$ cat config.mk
export PLATFORM = sky130hd
export DESIGN_NAME = mem_port_arbiter
export DESIGN_NICKNAME = d
export VERILOG_FILES = /design/src/rtl/mem_port_arbiter_pkg.sv /design/src/rtl/mem_lane_format.sv /design/src/rtl/mem_port_arbiter.sv
export SDC_FILE = /design/constraint.sdc
export NUM_CORES = 1
export LEC_CHECK = 0
export ABC_AREA = 1
export CORE_MARGIN = 8
export CORE_UTILIZATION = 45
export DETAILED_ROUTE_END_ITERATION = 6
export PLACE_DENSITY = 0.85
export REMOVE_ABC_BUFFERS = 1
export SLEW_MARGIN = 30
export SYNTH_ARGS = -nofsm -noshare
export SYNTH_HDL_FRONTEND = slang
export SYNTH_SLANG_ARGS = --single-unit
$ cat constraint.sdc
create_clock -name clk -period 2.8 [get_ports clk]
set_clock_uncertainty 0.05 [all_clocks]
set_input_delay 0.56 -clock clk [delete_from_list [all_inputs] [get_ports clk]]
set_output_delay 0.56 -clock clk [all_outputs]
set_load 0.005 [all_outputs]
$ cat src/rtl/mem_port_arbiter_pkg.sv
// mem_port_arbiter_pkg
//   Shared types and encodings for the memory port arbiter:
//   FSM states, requester IDs, access-size encodings and the
//   alignment check used both at grant time and by the lane formatter.
package mem_port_arbiter_pkg;

  typedef enum logic [1:0] {
    MPA_IDLE = 2'd0,
    MPA_BUS  = 2'd1,
    MPA_RESP = 2'd2
  } mpa_state_e;

  typedef enum logic {
    MPA_REQ_IF = 1'b0,
    MPA_REQ_LS = 1'b1
  } mpa_req_e;

  // Access size field: bit2 = unsigned load, [1:0] = width
  localparam logic [1:0]  MEM_B            = 2'b00;
  localparam logic [1:0]  MEM_H            = 2'b01;
  localparam logic [1:0]  MEM_W            = 2'b10;
  localparam int unsigned MEM_UNSIGNED_BIT = 2;

  // High for a half on an odd address, a word off a word boundary,
  // or the illegal width encoding.
  function automatic logic mpa_misaligned(input logic [1:0] addr,
                                          input logic [1:0] width);
    logic r;
    case (width)
      MEM_B:   r = 1'b0;
      MEM_H:   r = addr[0];
      MEM_W:   r = (addr != 2'b00);
      default: r = 1'b1;
    endcase
    return r;
  endfunction

endpackage

$ cat src/rtl/mem_lane_format.sv
// mem_lane_format
//   Purely combinational byte-lane formatter.
//   i_addr       : byte offset within the word
//   i_size       : access size (bit2 unsigned, [1:0] width)
//   i_wdata      : right-aligned store data
//   i_bus_rdata  : raw word returned by the slave
//   o_wstrb      : byte strobes for a store of this size/offset
//   o_wdata      : store data replicated onto every candidate lane
//   o_rdata      : selected load data, sign- or zero-extended
//   o_misaligned : access is misaligned or uses the illegal width
module mem_lane_format
  import mem_port_arbiter_pkg::*;
(
  input  logic [1:0]  i_addr,
  input  logic [2:0]  i_size,
  input  logic [31:0] i_wdata,
  input  logic [31:0] i_bus_rdata,
  output logic [3:0]  o_wstrb,
  output logic [31:0] o_wdata,
  output logic [31:0] o_rdata,
  output logic        o_misaligned
);

  logic [7:0]  w_byte;
  logic [15:0] w_half;
  logic        w_sext;

  always_comb begin
    w_byte       = i_bus_rdata[{i_addr, 3'b000} +: 8];
    w_half       = i_addr[1] ? i_bus_rdata[31:16] : i_bus_rdata[15:0];
    w_sext       = ~i_size[MEM_UNSIGNED_BIT];
    o_wstrb      = '0;
    o_wdata      = '0;
    o_rdata      = '0;
    o_misaligned = mpa_misaligned(i_addr, i_size[1:0]);
    case (i_size[1:0])
      MEM_B: begin
        o_wstrb = 4'b0001 << i_addr;
        o_wdata = {4{i_wdata[7:0]}};
        o_rdata = {{24{w_sext & w_byte[7]}}, w_byte};
      end
      MEM_H: begin
        o_wstrb = i_addr[1] ? 4'b1100 : 4'b0011;
        o_wdata = {2{i_wdata[15:0]}};
        o_rdata = {{16{w_sext & w_half[15]}}, w_half};
      end
      MEM_W: begin
        o_wstrb = 4'b1111;
        o_wdata = i_wdata;
        o_rdata = i_bus_rdata;
      end
      default: ;
    endcase
  end

endmodule

$ cat src/rtl/mem_port_arbiter.sv
// mem_port_arbiter
//   Shares one memory bus between instruction fetch (IF) and the
//   load/store unit (LS): round-robin grant, lane steering, load
//   extension, misalignment rejection and slave-timeout errors.
//   Ports:
//     clk, rst_n                       clock, async active-low reset
//     if_req/if_addr                   IF word-read request (level)
//     if_rsp_valid/if_rdata/if_err     IF one-cycle response
//     ls_req/ls_we/ls_addr/ls_wdata/ls_u_b_h_w  LS request (level)
//     ls_rsp_valid/ls_rdata/ls_err     LS one-cycle response
//     bus_req/bus_we/bus_addr/bus_wstrb/bus_wdata  bus master side
//     bus_ack/bus_rdata                slave completion and read data
//     busy                             FSM not idle
module mem_port_arbiter
  import mem_port_arbiter_pkg::*;
#(
  parameter int unsigned TIMEOUT = 255
) (
  input  logic        clk,
  input  logic        rst_n,
  input  logic        if_req,
  input  logic [31:0] if_addr,
  output logic        if_rsp_valid,
  output logic [31:0] if_rdata,
  output logic        if_err,
  input  logic        ls_req,
  input  logic        ls_we,
  input  logic [31:0] ls_addr,
  input  logic [31:0] ls_wdata,
  input  logic [2:0]  ls_u_b_h_w,
  output logic        ls_rsp_valid,
  output logic [31:0] ls_rdata,
  output logic        ls_err,
  output logic        bus_req,
  output logic        bus_we,
  output logic [31:0] bus_addr,
  output logic [3:0]  bus_wstrb,
  output logic [31:0] bus_wdata,
  input  logic        bus_ack,
  input  logic [31:0] bus_rdata,
  output logic        busy
);

  localparam int unsigned   CW       = (TIMEOUT > 1) ? $clog2(TIMEOUT) : 1;
  localparam logic [CW-1:0] CNT_LAST = CW'(TIMEOUT - 1);

  mpa_state_e    r_state, w_state_nxt;
  mpa_req_e      r_last, r_id, w_grant;
  logic [31:0]   r_addr, r_wdata, r_rdata;
  logic [2:0]    r_size;
  logic          r_we, r_err;
  logic [CW-1:0] r_cnt;

  logic          w_any, w_timeout;
  logic [31:0]   w_sel_addr, w_sel_wdata;
  logic [2:0]    w_sel_size;
  logic          w_sel_we;
  logic [1:0]    w_fmt_addr;
  logic [2:0]    w_fmt_size;
  logic [3:0]    w_wstrb;
  logic [31:0]   w_wdata, w_rdata, w_rsp_data;
  logic          w_misaligned;

  // LS wins a tie only when IF was granted last.
  always_comb begin
    w_any       = if_req | ls_req;
    w_grant     = (ls_req & (~if_req | (r_last == MPA_REQ_IF))) ? MPA_REQ_LS : MPA_REQ_IF;
    w_sel_addr  = (w_grant == MPA_REQ_LS) ? ls_addr : if_addr;
    w_sel_size  = (w_grant == MPA_REQ_LS) ? ls_u_b_h_w : {1'b0, MEM_W};
    w_sel_we    = (w_grant == MPA_REQ_LS) & ls_we;
    w_sel_wdata = (w_grant == MPA_REQ_LS) ? ls_wdata : '0;
    w_timeout   = (r_cnt == CNT_LAST);
    // The formatter sees the live granted request while idle so the
    // misalignment decision is made in the grant cycle; otherwise it
    // works from the latched fields.
    w_fmt_addr  = (r_state == MPA_IDLE) ? w_sel_addr[1:0] : r_addr[1:0];
    w_fmt_size  = (r_state == MPA_IDLE) ? w_sel_size : r_size;
  end

  mem_lane_format u_lane (
    .i_addr       (w_fmt_addr),
    .i_size       (w_fmt_size),
    .i_wdata      (r_wdata),
    .i_bus_rdata  (r_rdata),
    .o_wstrb      (w_wstrb),
    .o_wdata      (w_wdata),
    .o_rdata      (w_rdata),
    .o_misaligned (w_misaligned)
  );

  always_ff @(posedge clk or negedge rst_n) begin
    if (!rst_n) r_state <= MPA_IDLE;
    else        r_state <= w_state_nxt;
  end

  always_comb begin
    w_state_nxt = r_state;
    case (r_state)
      MPA_IDLE: if (w_any) w_state_nxt = w_misaligned ? MPA_RESP : MPA_BUS;
      MPA_BUS:  if (bus_ack || w_timeout) w_state_nxt = MPA_RESP;
      MPA_RESP: w_state_nxt = MPA_IDLE;
      default:  w_state_nxt = MPA_IDLE;
    endcase
  end

  always_ff @(posedge clk or negedge rst_n) begin
    if (!rst_n) begin
      r_last  <= MPA_REQ_IF;
      r_id    <= MPA_REQ_IF;
      r_addr  <= '0;
      r_wdata <= '0;
      r_rdata <= '0;
      r_size  <= '0;
      r_we    <= 1'b0;
      r_err   <= 1'b0;
      r_cnt   <= '0;
    end else begin
      case (r_state)
        MPA_IDLE: if (w_any) begin
          r_id    <= w_grant;
          r_last  <= w_grant;
          r_addr  <= w_sel_addr;
          r_size  <= w_sel_size;
          r_we    <= w_sel_we;
          r_wdata <= w_sel_wdata;
          r_rdata <= '0;
          r_err   <= w_misaligned;
          r_cnt   <= '0;
        end
        MPA_BUS: begin
          // Ack takes priority over a timeout in the same cycle.
          if (bus_ack) begin
            r_rdata <= bus_rdata;
            r_err   <= 1'b0;
          end else if (w_timeout) begin
            r_rdata <= '0;
            r_err   <= 1'b1;
          end else begin
            r_cnt   <= r_cnt + 1'b1;
          end
        end
        default: ;
      endcase
    end
  end

  always_comb begin
    busy         = (r_state != MPA_IDLE);
    bus_req      = 1'b0;
    bus_we       = 1'b0;
    bus_addr     = '0;
    bus_wstrb    = '0;
    bus_wdata    = '0;
    if_rsp_valid = 1'b0;
    if_rdata     = '0;
    if_err       = 1'b0;
    ls_rsp_valid = 1'b0;
    ls_rdata     = '0;
    ls_err       = 1'b0;
    w_rsp_data   = (r_err || r_we) ? '0 : w_rdata;
    case (r_state)
      MPA_BUS: begin
        bus_req   = 1'b1;
        bus_we    = r_we;
        bus_addr  = {r_addr[31:2], 2'b00};
        bus_wstrb = r_we ? w_wstrb : '0;
        bus_wdata = r_we ? w_wdata : '0;
      end
      MPA_RESP: begin
        if (r_id == MPA_REQ_LS) begin
          ls_rsp_valid = 1'b1;
          ls_rdata     = w_rsp_data;
          ls_err       = r_err;
        end else begin
          if_rsp_valid = 1'b1;
          if_rdata     = w_rsp_data;
          if_err       = r_err;
        end
      end
      default: ;
    endcase
  end

endmodule

# Word-level counts from Yosys, hierarchy flattened
# Index checks and enable logic that the tools add are counted.
[op_classes]
add_sub_neg = 1
mul = 0
div = 0
order_cmp = 0
eq_ne = 10
n_shift = 2
mux = 48
n_bitwise = 9
reduce_logical = 11
[ops]
columns = ["cell", "count"]
rows = [
  ["2-to-1 mux 32 bit", 13],
  ["case mux 32 bit (3 select lines)", 2],
  ["case mux 32 bit (2 select lines)", 1],
  ["variable part select 32 x 6 -> 8 bit", 1],
  ["2-to-1 mux 8 bit", 3],
  ["2-to-1 mux 16 bit", 1],
  ["case mux 8 bit (2 select lines)", 1],
  ["2-to-1 mux 1 bit", 14],
  ["2-to-1 mux 4 bit", 3],
  ["case mux 4 bit (3 select lines)", 1],
  ["adder 8 x 1 -> 8 bit, second input constant", 1],
  ["equality test 8 bit, second input constant", 1],
  ["2-to-1 mux 2 bit", 4],
  ["inequality test 2 bit, second input constant", 4],
  ["2-to-1 mux 3 bit", 2],
  ["nonzero test 2 bit", 3],
  ["AND 1 bit", 4],
  ["equality test 2 x 1 -> 1 bit, second input constant", 2],
  ["equality test 2 bit, second input constant", 2],
  ["logical NOT 2 bit", 2],
  ["case mux 2 bit (2 select lines)", 1],
  ["AND reduction 2 bit", 2],
  ["AND reduction 4 bit", 1],
  ["left shift 1 x 2 -> 4 bit, first input constant", 1],
  ["7 further kinds", 11],
]
[totals]
ff_bits = 112
latch_bits = 0
ram_bits = 0
mem_bits_ro = 0
input_bits = 137
mem_count = 0

# Longest topological paths before layout
# Gate-level depths: netlist (run 1).
[logic_depth]
ltp_word = 12
ltp_mapped = 14
depth_no_buf = 13

# Cells and area by module
# A second synthesis (run 1) with hierarchy kept.
[unflattened]
cells_unflattened = 1178
area_unflattened_um2 = 7267.0
[by_module_without_submodules]
columns = ["mod", "instances", "cells_per_inst", "area_per_inst_um2"]
rows = [
  ["mem_port_arbiter", 1, 842, 5826.8],
  ["mem_lane_format", 1, 336, 1440.1],
]

# Worst setup path before layout (run 1)
# Ideal clock, no wire load.
[synth_path]
kind = "input to output"
startpoint = "input ls_req"
endpoint = "output if_rdata[30]"
arrival_ps = 1801
required_time_ps = 2190
slack_ps = 389
path_stages = 12
cell_sequence = "buf_2 > nand2_2 > o21ai_2 > nand2_2 > inv_2 > nand2_2 > nor2_4 > buf_6 > nor2_1 > nand2_1 > nand2_1 > nor2_1"
[synth_via]
elab_chain_cells = 10
word_cells_on_any_way = 18
[synth_rtl]
columns = ["item", "line", "source"]
rows = [
  ["start, declared", "mem_port_arbiter.sv:26", "input logic ls_req,"],
  ["AND 1 bit *", "mem_port_arbiter.sv:67", "w_grant = (ls_req & (~if_req | (r_last == MPA_REQ_IF))) ? MPA_REQ_LS : MPA_REQ_IF;"],
  ["2-to-1 mux 1 bit *", "mem_port_arbiter.sv:67", ""],
  ["2-to-1 mux 32 bit or 2-to-1 mux 3 bit (tied branches)", "mem_port_arbiter.sv:68, mem_port_arbiter.sv:69", ""],
  ["2-to-1 mux 2 bit or 2-to-1 mux 3 bit (tied branches)", "mem_port_arbiter.sv:76, mem_port_arbiter.sv:77", ""],
  ["variable part select 32 x 6 -> 8 bit (tied with other cells)", "mem_lane_format.sv:29", "w_byte = i_bus_rdata[{i_addr, 3'b000} +: 8];"],
  ["AND 1 bit, on equally long branches", "mem_lane_format.sv:40, mem_lane_format.sv:45", ""],
  ["case mux 32 bit (3 select lines) *", "mem_lane_format.sv:36", "case (i_size[1:0])"],
  ["2-to-1 mux 32 bit *", "mem_port_arbiter.sv:160", "w_rsp_data = (r_err || r_we) ? '0 : w_rdata;"],
  ["2-to-1 mux 32 bit *", "mem_port_arbiter.sv:170", "if (r_id == MPA_REQ_LS) begin"],
  ["2-to-1 mux 32 bit *", "mem_port_arbiter.sv:161", "case (r_state)"],
  ["end, declared", "mem_port_arbiter.sv:24", "output logic [31:0] if_rdata,"],
]
# Every way passes the cells marked *; elsewhere a longest branch is shown, timed or not.

# Worst setup path after layout (run 1)
[layout_path]
startpoint = "register r_state[0]"
endpoint = "output bus_wdata[31]"
[layout_via]
elab_chain_cells = 6
word_cells_on_any_way = 9
[layout_rtl]
columns = ["item", "line", "source"]
rows = [
  ["start, declared", "mem_port_arbiter.sv:47", "mpa_state_e r_state, w_state_nxt;"],
  ["start signal, assigned", "mem_port_arbiter.sv:93", "else r_state <= w_state_nxt;"],
  ["logical NOT 2 bit", "mem_port_arbiter.sv:77", "w_fmt_size = (r_state == MPA_IDLE) ? w_sel_size : r_size;"],
  ["2-to-1 mux 3 bit", "mem_port_arbiter.sv:77", ""],
  ["equality test 2 bit (tied with other cells)", "mem_lane_format.sv:36", ""],
  ["case mux 32 bit (3 select lines)", "mem_lane_format.sv:36", ""],
  ["2-to-1 mux 32 bit", "mem_port_arbiter.sv:167", "bus_wdata = r_we ? w_wdata : '0;"],
  ["2-to-1 mux 32 bit *", "mem_port_arbiter.sv:161", ""],
  ["end, declared", "mem_port_arbiter.sv:38", "output logic [31:0] bus_wdata,"],
]
# Marked as above.

==> results of run 1 <==
## timing repair
item                       in CTS  in global routing
resized for setup             380                157
buffers inserted               47                 21
pin swaps                      63                 83
gates cloned                    2                  3
setup endpoints to repair     102                103
## state kept, by name (all words and copies together), names as in the netlist
| signal | cells |
|---|---|
| r_id | 1 |
| r_state | 2 |
| r_size | 3 |
| r_we | 1 |
| r_rdata | 32 |
| r_err | 1 |
| r_addr | 32 |
| r_wdata | 32 |
| r_cnt | 8 |
## cells in the final DEF (no fill, tap or decap), drive strengths merged, types with 5 or more instances in the layout
master / instances
a32o: 7
clkbuf: 21
nand2: 232
inv: 146
dlygate4sd2: 5
o221ai: 8
a31oi: 6
o21ai: 116
nor2: 188
dlymetal6s2s: 5
o211ai: 14
clkdlybuf4s15: 21
clkdlybuf4s50: 160
o22ai: 31
buf: 199
dfrtp: 112
a21oi: 14
nand3: 86
## critical path, cell delays in order, from the launching register on
cell	delay [ns]
dfrtp_1	0.41
inv_2	0.12
nand2_8	0.09
clkinv_8	0.08
buf_4	0.11
nand2_2	0.07
nand2_4	0.12
buf_4	0.13
nand2_4	0.07
buf_8	0.13
buf_4	0.14
buf_4	0.16
o221ai_2	0.19
nand2_1	0.08
inv_1	0.09
clkdlybuf4s15_2	0.22
## per-layer routing
metal / routed length [um] / vias up
met3: 3450 / 109
met5: 10 / -
met2: 14600 / 595
li1: - / 4042
met1: 11300 / 4103
met4: 1240 / 2
## cell type report
class	instances	area (um2)
antenna	3	7.51
clock buffer	9	225
clock inverter	7	126
fill	1166	4200
inverter	146	576
multi-input combinational	725	3810
sequential	112	2800
tap	216	270
timing repair buffer	402	3640
## cell families (layout without fill, tap and decap cells)
| group | after synthesis | after routing | share of synthesized area, % |
|---|---|---|---|
| AO/OA/AOI/OAI | 200 | 200 | 16.6 |
| XOR/XNOR | 4 | 4 | 0.493 |
| AND/OR/NAND/NOR | 517 | 517 | 30.6 |
| flip-flops | 112 | 112 | 39.4 |
| other | 1 | 5 | 0.0527 |
| adder cells (fa/ha/maj) | 2 | 2 | 0.352 |
| buffers and inverters | 216 | 564 | 12.4 |
## how the worst max path moves through the flow
stage          cells after the start              startpoint  slack [ns]                      to
4_1_cts                           17        r_id$_DFFE_PN0P_       -0.33             ls_rdata[0]
6_report                          15  r_state[0]$_DFFE_PN0P_       -0.41           bus_wdata[31]
5_1_grt                           17        r_id$_DFFE_PN0P_       -0.53            if_rdata[12]
3_3_place_gp                      14                  ls_req       -0.76            ls_rdata[27]
2_1_floorplan                      4                  ls_req       -0.64  r_state[0]$_DFFE_PN0P_
3_5_place_dp                      14                  if_req       -0.80             ls_rdata[7]
## stage by stage
stage	setup slack [ns]	std cells	instance area, um2	hold WS [ns]	power [mW]
after floorplan	-0.643	983	6780	0.214	5.58
after global placement	-0.762	1535	10400	0.411	8.00
after detailed placement	-0.799	1535	10400	0.411	8.17
after CTS	-0.333	1600	11200	0.232	10.6
after global routing	-0.531	1620	11500	0.247	12.3
final	-0.412	1620	11500	0.194	11.7
## power by group through the flow
stage | clock network, mW | registers [mW] | logic (mW)
after global routing | 1.63 | 2.55 | 8.09
after CTS | 1.54 | 2.48 | 6.62
after global placement | 0 | 2.48 | 5.52
final | 1.55 | 2.50 | 7.61
after floorplan | 0 | 2.42 | 3.15
after detailed placement | 0 | 2.51 | 5.66
==> results.py, run 1 <==
metrics = {
    "die": {
        "die_w_um": 142,
        "dieHeight_um": 142,
        "initial_core_util_pct": 45.4,
        "dieArea_mm2": 0.0201,
        "rows": 46,
        "floorplan.core_area_mm2": 0.0157,
        "ioPinCount": 276,
    },
    "critical_path": {
        "end_kind": "output port",
        "r2r_start": "r_id$_DFFE_PN0P_",
        "start_kind": "flop",
        "required_ns": 2.19,
        "rr_endpoint": "r_size[1]$_DFFE_PN0P_",
        "rrSetupSlack_ns": 0.05,
        "cp_max_fo": 8,
        "rr_worst_depth": 18,
        "critPathKind": "flop to output port",
        "crit_arrival_ns": 2.60,
    },
    "grt": {
        "grtUsageMet2_pct": 47.1,
        "grt_antenna_before_repair": 4,
        "grt_max_degree": 87,
        "grt-busiest-layer": "met2",
        "grt_first_pass_wirelength_um": 45400,
        "grt_util_met3_pct": 8.94,
        "grtUsageTotal_pct": 28.1,
        "grt_pass1_vias": 8728,
        "use_met1_pct": 33.0,
        "overflow": 0,
    },
    "clocking": {
        "hold_buffers": 0,
        "clock_latency_ns": 0.36,
        "h-tree-depth": 3,
        "clk_path_buf_depth": 2,
        "cts_buffers": 9,
        "cts_tree": "done",
        "cts.sinks": 112,
        "path_clk_slew_ns": 0.08,
        "cts_root_buf": "clkbuf_16",
    },
    "power_and_ir_drop": {
        "p_leak_nw": 5.56,
        "pwr-share-seq_pct": 21.5,
        "p_per_area_mw_per_mm2": 1020,
        "vdd_ir_drop_max_mv": 0.490,
        "clkPwrFrac_pct": 13.3,
        "p_int_mw": 6.26,
        "combPwrFrac_pct": 65.3,
        "switching_power_mw": 5.40,
        "swShare_pct": 46.3,
    },
    "final_layout": {
        "drive_gt1_share_pct": 25.6,
        "final_core_util_pct": 73.2,
        "nets": 1535,
        "synthToLayoutAreaGrowth_pct": 61.2,
    },
    "sta": {
        "slew_headroom_pct": 53.1,
        "tightest_slew_ns": 0.704,
        "fmax_mhz": 311,
        "timing.final.crit_share_pct": 115,
        "period_minus_slack_ns": 3.21,
        "tns_ns": -24.90,
        "final-setup-viol-count": 88,
        "rsz0062_at_grt": "true",
        "hold_viol_final": 0,
        "fin_ws_ns": -0.412,
        "slew_violations": 0,
    },
    "logic_synthesis": {
        "synthArstFlopShare_pct": 100,
        "synth_edf_count": 0,
        "yosysTopAreaCellShare_pct": 39.4,
        "ys_types": 42,
        "synth_cells": 1052,
        "synth_area_leaders": "dfrtp_1 (39%), nand2_1 (12%), nor2_1 (9.6%)",
        "ys_ff_latch": 112,
        "ys_seq_area_share_pct": 39.4,
        "yosysTopAreaCell": "dfrtp_1",
        "synthTopCellsByCount": "nand2_1 (224), nor2_1 (182), inv_1 (133)",
        "synth.avg_cell_area_um2": 6.76,
        "synth_warnings": 0,
        "synth_flop_cell": "dfrtp_1",
        "yosysMostFrequentCell": "nand2_1",
        "synth.cell_area_mm2": 0.00711,
    },
    "route": {
        "drt_iter0_drc": 983,
        "drcViolationCount": 0,
        "wl_per_cell_um": 18.9,
        "first_pass_iters": 6,
        "vias_per_cell": 5.46,
        "routed_wl_um": 30600,
        "drtAntennaViolNets": 0,
        "vias": 8851,
    },
    "place": {
        "dp_hpwl_um": 19300,
        "portBuffers": 273,
        "gp_congestion": 0.999,
    },
    "worst_hold_path": {
        "worstHoldPathType": "primary input to asynchronous set/reset pin",
    },
    "run": {
        "drv_cap": 0,
    },
    "run_status": {
        "outcome": "finished with violations",
        "violations": "setup timing",
    },
}
Power figures use the tool's default switching activity.
==> run 2: changes to the inputs <==
Settings changed: CORE_MARGIN 8 to 2.
==> run 2 against run 1 <==
Effect of this change:
- the run still ends with setup timing left
- cell count down 0.99%
- die area down 16%
- flip-flop and latch count unchanged
- final area up 1.3%
- fmax up 2.7%
- sequential share of layout area down 0.32 points
- critical path depth unchanged
- global-route usage up 3.9 points
- largest cell class unchanged
==> results.py, run 2 (same netlist as run 1, synthesis figures left out) <==
metrics = {
    "grt": {
        "grt_first_pass_wirelength_um": 42300,
        "grt_antenna_before_repair": 0,
        "grtUsageTotal_pct": 32.0,
        "grt_pass1_vias": 8508,
        "overflow": 0,
        "grt_max_degree": 83,
    },
    "sta": {
        "fmax_mhz": 320,
        "fin_ws_ns": -0.326,
        "final-setup-viol-count": 83,
        "timing.final.crit_share_pct": 112,
        "slew_headroom_pct": 55.3,
        "tightest_slew_ns": 0.670,
        "slew_violations": 0,
        "period_minus_slack_ns": 3.13,
        "rsz0062_at_grt": "true",
        "hold_viol_final": 0,
    },
    "clocking": {
        "cts_tree": "done",
        "clk_path_buf_depth": 2,
        "clock_latency_ns": 0.36,
        "hold_buffers": 0,
        "cts.sinks": 112,
        "cts_buffers": 9,
        "h-tree-depth": 3,
        "cts_root_buf": "clkbuf_16",
        "path_clk_slew_ns": 0.07,
    },
    "critical_path": {
        "critPathKind": "flop to output port",
        "start_kind": "flop",
        "required_ns": 2.19,
        "crit_arrival_ns": 2.52,
        "cp_max_fo": 7,
        "end_kind": "output port",
        "rr_worst_depth": 13,
    },
    "power_and_ir_drop": {
        "clkPwrFrac_pct": 12.5,
        "switching_power_mw": 5.54,
        "combPwrFrac_pct": 66.8,
        "p_int_mw": 6.58,
        "p_per_area_mw_per_mm2": 1040,
        "vdd_ir_drop_max_mv": 0.562,
        "p_leak_nw": 6.06,
        "pwr-share-seq_pct": 20.7,
        "swShare_pct": 45.7,
    },
    "final_layout": {
        "final_common_cell": "nand2_1",
        "multiInputGateArea_mm2": 0.00391,
        "fillCellCount": 1097,
        "synthToLayoutAreaGrowth_pct": 63.3,
        "seqCellArea_mm2": 0.00280,
        "final_core_util_pct": 75.8,
        "final_cells": 1604,
        "n_antenna_cell": 0,
        "layout_common_cells": "nand2_1 (179), nor2_1 (158), clkdlybuf4s50_1 (137), inv_1 (126), dfrtp_1 (112)",
        "drive_gt1_share_pct": 27.4,
        "nets": 1528,
        "top_regs": "r_addr x32, r_rdata x32, r_wdata x32",
    },
    "route": {
        "vias_per_cell": 5.49,
        "drcViolationCount": 0,
        "vias": 8810,
        "wl_per_cell_um": 17.7,
        "drt_iter0_drc": 842,
        "drtAntennaViolNets": 0,
        "routed_wl_um": 28400,
        "first_pass_iters": 6,
    },
    "run_status": {
        "outcome": "finished with violations",
        "violations": "setup timing",
    },
    "place": {
        "dp_hpwl_um": 17100,
        "gp_congestion": 0.912,
        "portBuffers": 273,
        "dp_slack_ns": -0.795,
        "dp.cells": 1526,
    },
    "die": {
        "rows": 45,
        "floorplan.core_area_mm2": 0.0153,
        "dieArea_mm2": 0.0168,
        "dieHeight_um": 130,
        "initial_core_util_pct": 46.4,
        "ioPinCount": 276,
        "die_w_um": 130,
    },
    "run": {
        "drv_cap": 0,
    },
    "worst_hold_path": {
        "worstHoldPathType": "primary input to asynchronous set/reset pin",
    },
}
-- run 2: metal layers --
layer / vias to the layer above / GRT usage (%) / wire [um]
met3: 123 / 7.42 / 2630
met1: 4114 / 37.4 / 10700
met4: 0 / 15.4 / 1390
li1: 4022 / - / -
met5: - / 0 / 0
met2: 551 / 55.6 / 13700
-- run 2: cell type report --
cell class / count / share of cell area (%)
clock buffer: 10 / 2.06
multi-input combinational: 725 / 33.7
timing repair buffer: 394 / 31.9
timing repair inverter: 1 / 0.0539
inverter: 146 / 5.02
sequential: 112 / 24.1
tap: 211 / 2.27
clock inverter: 5 / 0.905
-- run 2: timing repair --
item                       4_1_cts  5_1_grt
resized for setup              495      123
setup buffers                   42       18
pin swaps                      115       82
gates cloned                     8        0
setup endpoints to repair      102       95
-- run 2: critical path: stages (launching register included) --
cell	delay, ns
dfrtp_1	0.38
inv_2	0.08
nand2_8	0.11
inv_4	0.05
buf_4	0.15
nand3_2	0.07
o21a_1	0.17
buf_4	0.15
nand4_4	0.17
buf_6	0.17
buf_6	0.12
buf_6	0.11
nand2_2	0.04
nand2_1	0.07
nor2_1	0.15
buf_2	0.14
-- run 2: power groups by stage --
| stage | clock network (mW) | logic, mW | registers [mW] |
|---|---|---|---|
| floorplan | 0 | 3.15 | 2.42 |
| global placement | 0 | 5.57 | 2.48 |
| detailed placement | 0 | 5.69 | 2.51 |
| CTS | 1.52 | 7.31 | 2.48 |
| global route | 1.58 | 8.66 | 2.56 |
| finish | 1.52 | 8.10 | 2.50 |
-- run 2: worst paths after layout --
check	slack, ns	startpoint	end
worst max-delay path	-0.33	r_state[1]$_DFFE_PN0P_	ls_rdata[24]
worst min-delay path	0.09	rst_n	r_addr[18]$_DFFE_PN0P_
worst max register to register	0.38	r_state[0]$_DFFE_PN0P_	r_rdata[8]$_DFFE_PN0P_
worst min register to register	0.43	r_wdata[21]$_DFFE_PN0P_	r_wdata[21]$_DFFE_PN0P_
max in group asynchronous	1.81	rst_n	r_wdata[9]$_DFFE_PN0P_
min in group clk	0.43	r_wdata[21]$_DFFE_PN0P_	r_wdata[21]$_DFFE_PN0P_
-- run 2: metrics by stage --
| stage | instance area [um2] | setup TNS, ns | hold WS [ns] | power (mW) |
|---|---|---|---|---|
| floorplan | 6780 | -39.78 | 0.214 | 5.58 |
| global placement | 10400 | -62.10 | 0.408 | 8.06 |
| detailed placement | 10400 | -65.94 | 0.409 | 8.20 |
| CTS | 11300 | -9.39 | 0.0955 | 11.3 |
| global route | 11600 | -22.86 | 0.116 | 12.8 |
| finish | 11600 | -14.86 | 0.0858 | 12.1 |
==> run 3: changes to the inputs <==
Settings changed: CORE_UTILIZATION 45 to 40, PLACE_DENSITY 0.85 to 0.77.
==> run 3 against run 2 <==
Effect of this change:
- critical path type unchanged
- worst setup slack got worse by 0.031 ns
- clock-buffer cell count down 1
- sequential power hardly changed
- flip-flop and latch count did not move
- register-to-register slack improved by 0.12 ns
- worst hold slack better by 0.11 ns
- cell count grew 1.4%
- power down 5.2%
- the flow still finishes with violations (setup timing)
- first-iteration DRC count shrank 21%
- global-route usage shrank 4.8 points
- critical endpoint is now ls_rdata[12]
- fmax is 0.97% lower
- sequential share of layout area grew 0.26 points
==> results.py, run 3 (same netlist as run 1, synthesis figures left out) <==
metrics = {
    "run_status": {
        "outcome": "finished with violations",
        "violations": "setup timing",
    },
    "critical_path": {
        "rrSetupSlack_ns": 0.50,
        "crit_slowest_cell": "dfrtp_1",
        "cpPeakStageDelay_ns": 0.42,
        "critical_path.top_delay_family": "simple AND/OR/NAND/NOR gates",
        "cp_max_fo": 8,
        "rr_worst_depth": 12,
        "crit_start": "r_id$_DFFE_PN0P_",
        "crit_top_cell": "nand2_4",
        "required_ns": 2.19,
        "start_kind": "flop",
        "rr_endpoint": "r_rdata[23]$_DFFE_PN0P_",
        "crit_cells": 13,
        "crit_chain": "nand2_4, nand3b_1, nand2_2, nand2_4, nor2_4, nand4_4, buf_12, buf_12, buf_8, nand2_4, nand2_2, nor2_1, buf_2",
        "critPathBufInv": 4,
        "end_kind": "output port",
        "critPathKind": "flop to output port",
        "crit_end": "ls_rdata[12]",
        "r2r_start": "r_state[0]$_DFFE_PN0P_",
        "crit_arrival_ns": 2.55,
    },
    "clocking": {
        "cts_tree": "done",
        "hold_buffers": 0,
        "cts_buffers": 9,
        "cts_root_buf": "clkbuf_16",
        "path_clk_slew_ns": 0.09,
        "clk_path_buf_depth": 2,
        "h-tree-depth": 3,
        "cts.sinks": 112,
        "clock_latency_ns": 0.37,
    },
    "final_layout": {
        "drive_gt1_share_pct": 25.6,
        "final_common_cell": "nand2_1",
        "top_regs": "r_addr x32, r_rdata x32, r_wdata x32",
        "nets": 1535,
        "synthToLayoutAreaGrowth_pct": 61.6,
        "layout_common_cells": "nand2_1 (177), clkdlybuf4s50_1 (160), nor2_1 (156), inv_1 (132), dfrtp_1 (112)",
        "final_cells": 1627,
    },
    "sta": {
        "period_minus_slack_ns": 3.16,
        "rsz0062_at_grt": "true",
        "hold_viol_final": 0,
        "timing.final.crit_share_pct": 113,
        "final-setup-viol-count": 88,
        "fmax_mhz": 317,
        "fin_ws_ns": -0.357,
        "tightest_slew_ns": 0.753,
        "slew_headroom_pct": 49.8,
        "slew_violations": 0,
    },
    "place": {
        "gp_congestion": 0.867,
        "dp_hpwl_um": 17600,
        "dp_slack_ns": -0.796,
        "portBuffers": 273,
        "dp.cells": 1546,
    },
    "grt": {
        "grt_first_pass_wirelength_um": 40200,
        "overflow": 0,
        "grtUsageTotal_pct": 27.2,
        "grt_pass1_vias": 8050,
        "grt_max_degree": 66,
        "grt_antenna_before_repair": 1,
    },
    "die": {
        "dieArea_mm2": 0.0189,
        "dieHeight_um": 137,
        "die_w_um": 137,
        "initial_core_util_pct": 41.0,
        "rows": 48,
        "floorplan.core_area_mm2": 0.0174,
        "ioPinCount": 276,
    },
    "route": {
        "drt_iter0_drc": 663,
        "wl_per_cell_um": 17.0,
        "routed_wl_um": 27600,
        "vias": 8579,
        "drcViolationCount": 0,
        "first_pass_iters": 5,
        "drtAntennaViolNets": 0,
        "vias_per_cell": 5.27,
    },
    "power_and_ir_drop": {
        "p_per_area_mw_per_mm2": 1000,
        "p_leak_nw": 5.80,
        "vdd_ir_drop_max_mv": 0.596,
    },
    "worst_hold_path": {
        "worstHoldPathType": "primary input to asynchronous set/reset pin",
    },
    "run": {
        "drv_cap": 0,
    },
}
[run 3: cell count changes in the layout (fill, tap and decap cells not counted), moves of 9 or more]
cell             previous run  this run
buf_12                     18         9
nand2_4                     9        20
clkdlybuf4s50_1           137       160
dlymetal6s2s_1             28        15
buf_2                      81        62
buf_4                      64        77
[run 3: area by class of cell]
class                   instances  area [um2]
inverters                     146         576
diodes                          1        2.50
clock buffers                   9         225
repair inverters                2        18.8
clock inverters                 7        72.6
fillers                      1429        5870
repair buffers                400        3630
well taps                     225         282
flip-flops and latches        112        2800
multi-input cells             725        3880
[run 3: power breakdown]
group	internal (mW)	leakage, nW	switching, mW
Sequential	2.21	1.45	0.297
Combinational	3.29	4.21	4.36
Clock	0.633	0.143	0.705
Total	6.13	5.80	5.36
[run 3: metrics by stage]
| step | util (%) | total power, mW | area [um2] | hold WS, ns | TNS (ns) |
|---|---|---|---|---|---|
| after floorplan | - | 5.58 | 6780 | 0.214 | -39.78 |
| after global placement | 59.5 | 7.93 | 10300 | 0.409 | -61.16 |
| after detailed placement | 59.5 | 8.05 | 10300 | 0.410 | -66.42 |
| after CTS | 63.6 | 10.3 | 11000 | 0.227 | -15.92 |
| after global routing | 66.2 | 12.2 | 11500 | 0.253 | -29.89 |
| final | 66.2 | 11.5 | 11500 | 0.194 | -18.68 |
[run 3: metal layers]
metal / track usage, % / routed length (um) / vias to the layer above
met1: 32.4 / 10300 / 3965
met3: 7.28 / 2860 / 97
met2: 45.6 / 13400 / 477
met4: 12.8 / 1040 / 2
met5: 0 / 13 / -
li1: - / - / 4038
[run 3: repair_timing]
action / CTS / global route
setup buffers: 33 / 34
pin swaps: 36 / 76
setup endpoints to repair: 106 / 101
resized for setup: 291 / 245
hold endpoints to repair: 0 / 0
cloned: 5 / 0
[run 3: worst min path at each step]
stage	endpoint	from	depth (start not counted)
after global placement	r_wdata[21]$_DFFE_PN0P_	r_wdata[21]$_DFFE_PN0P_	2
after global routing	r_addr[10]$_DFFE_PN0P_	rst_n	1
after CTS	r_addr[2]$_DFFE_PN0P_	rst_n	1
after floorplan	r_addr[0]$_DFFE_PN0P_	rst_n	0
final	r_addr[10]$_DFFE_PN0P_	rst_n	1
after detailed placement	r_wdata[23]$_DFFE_PN0P_	r_wdata[23]$_DFFE_PN0P_	2
[run 3: worst register-to-register path, delay by kind of cell (launching register included)]
kind	cells	cell delay, ns
AO/OA/AOI/OAI	1	0.18
flip-flops	1	0.40
buffers and inverters	7	1.20
AND/OR/NAND/NOR	4	0.32
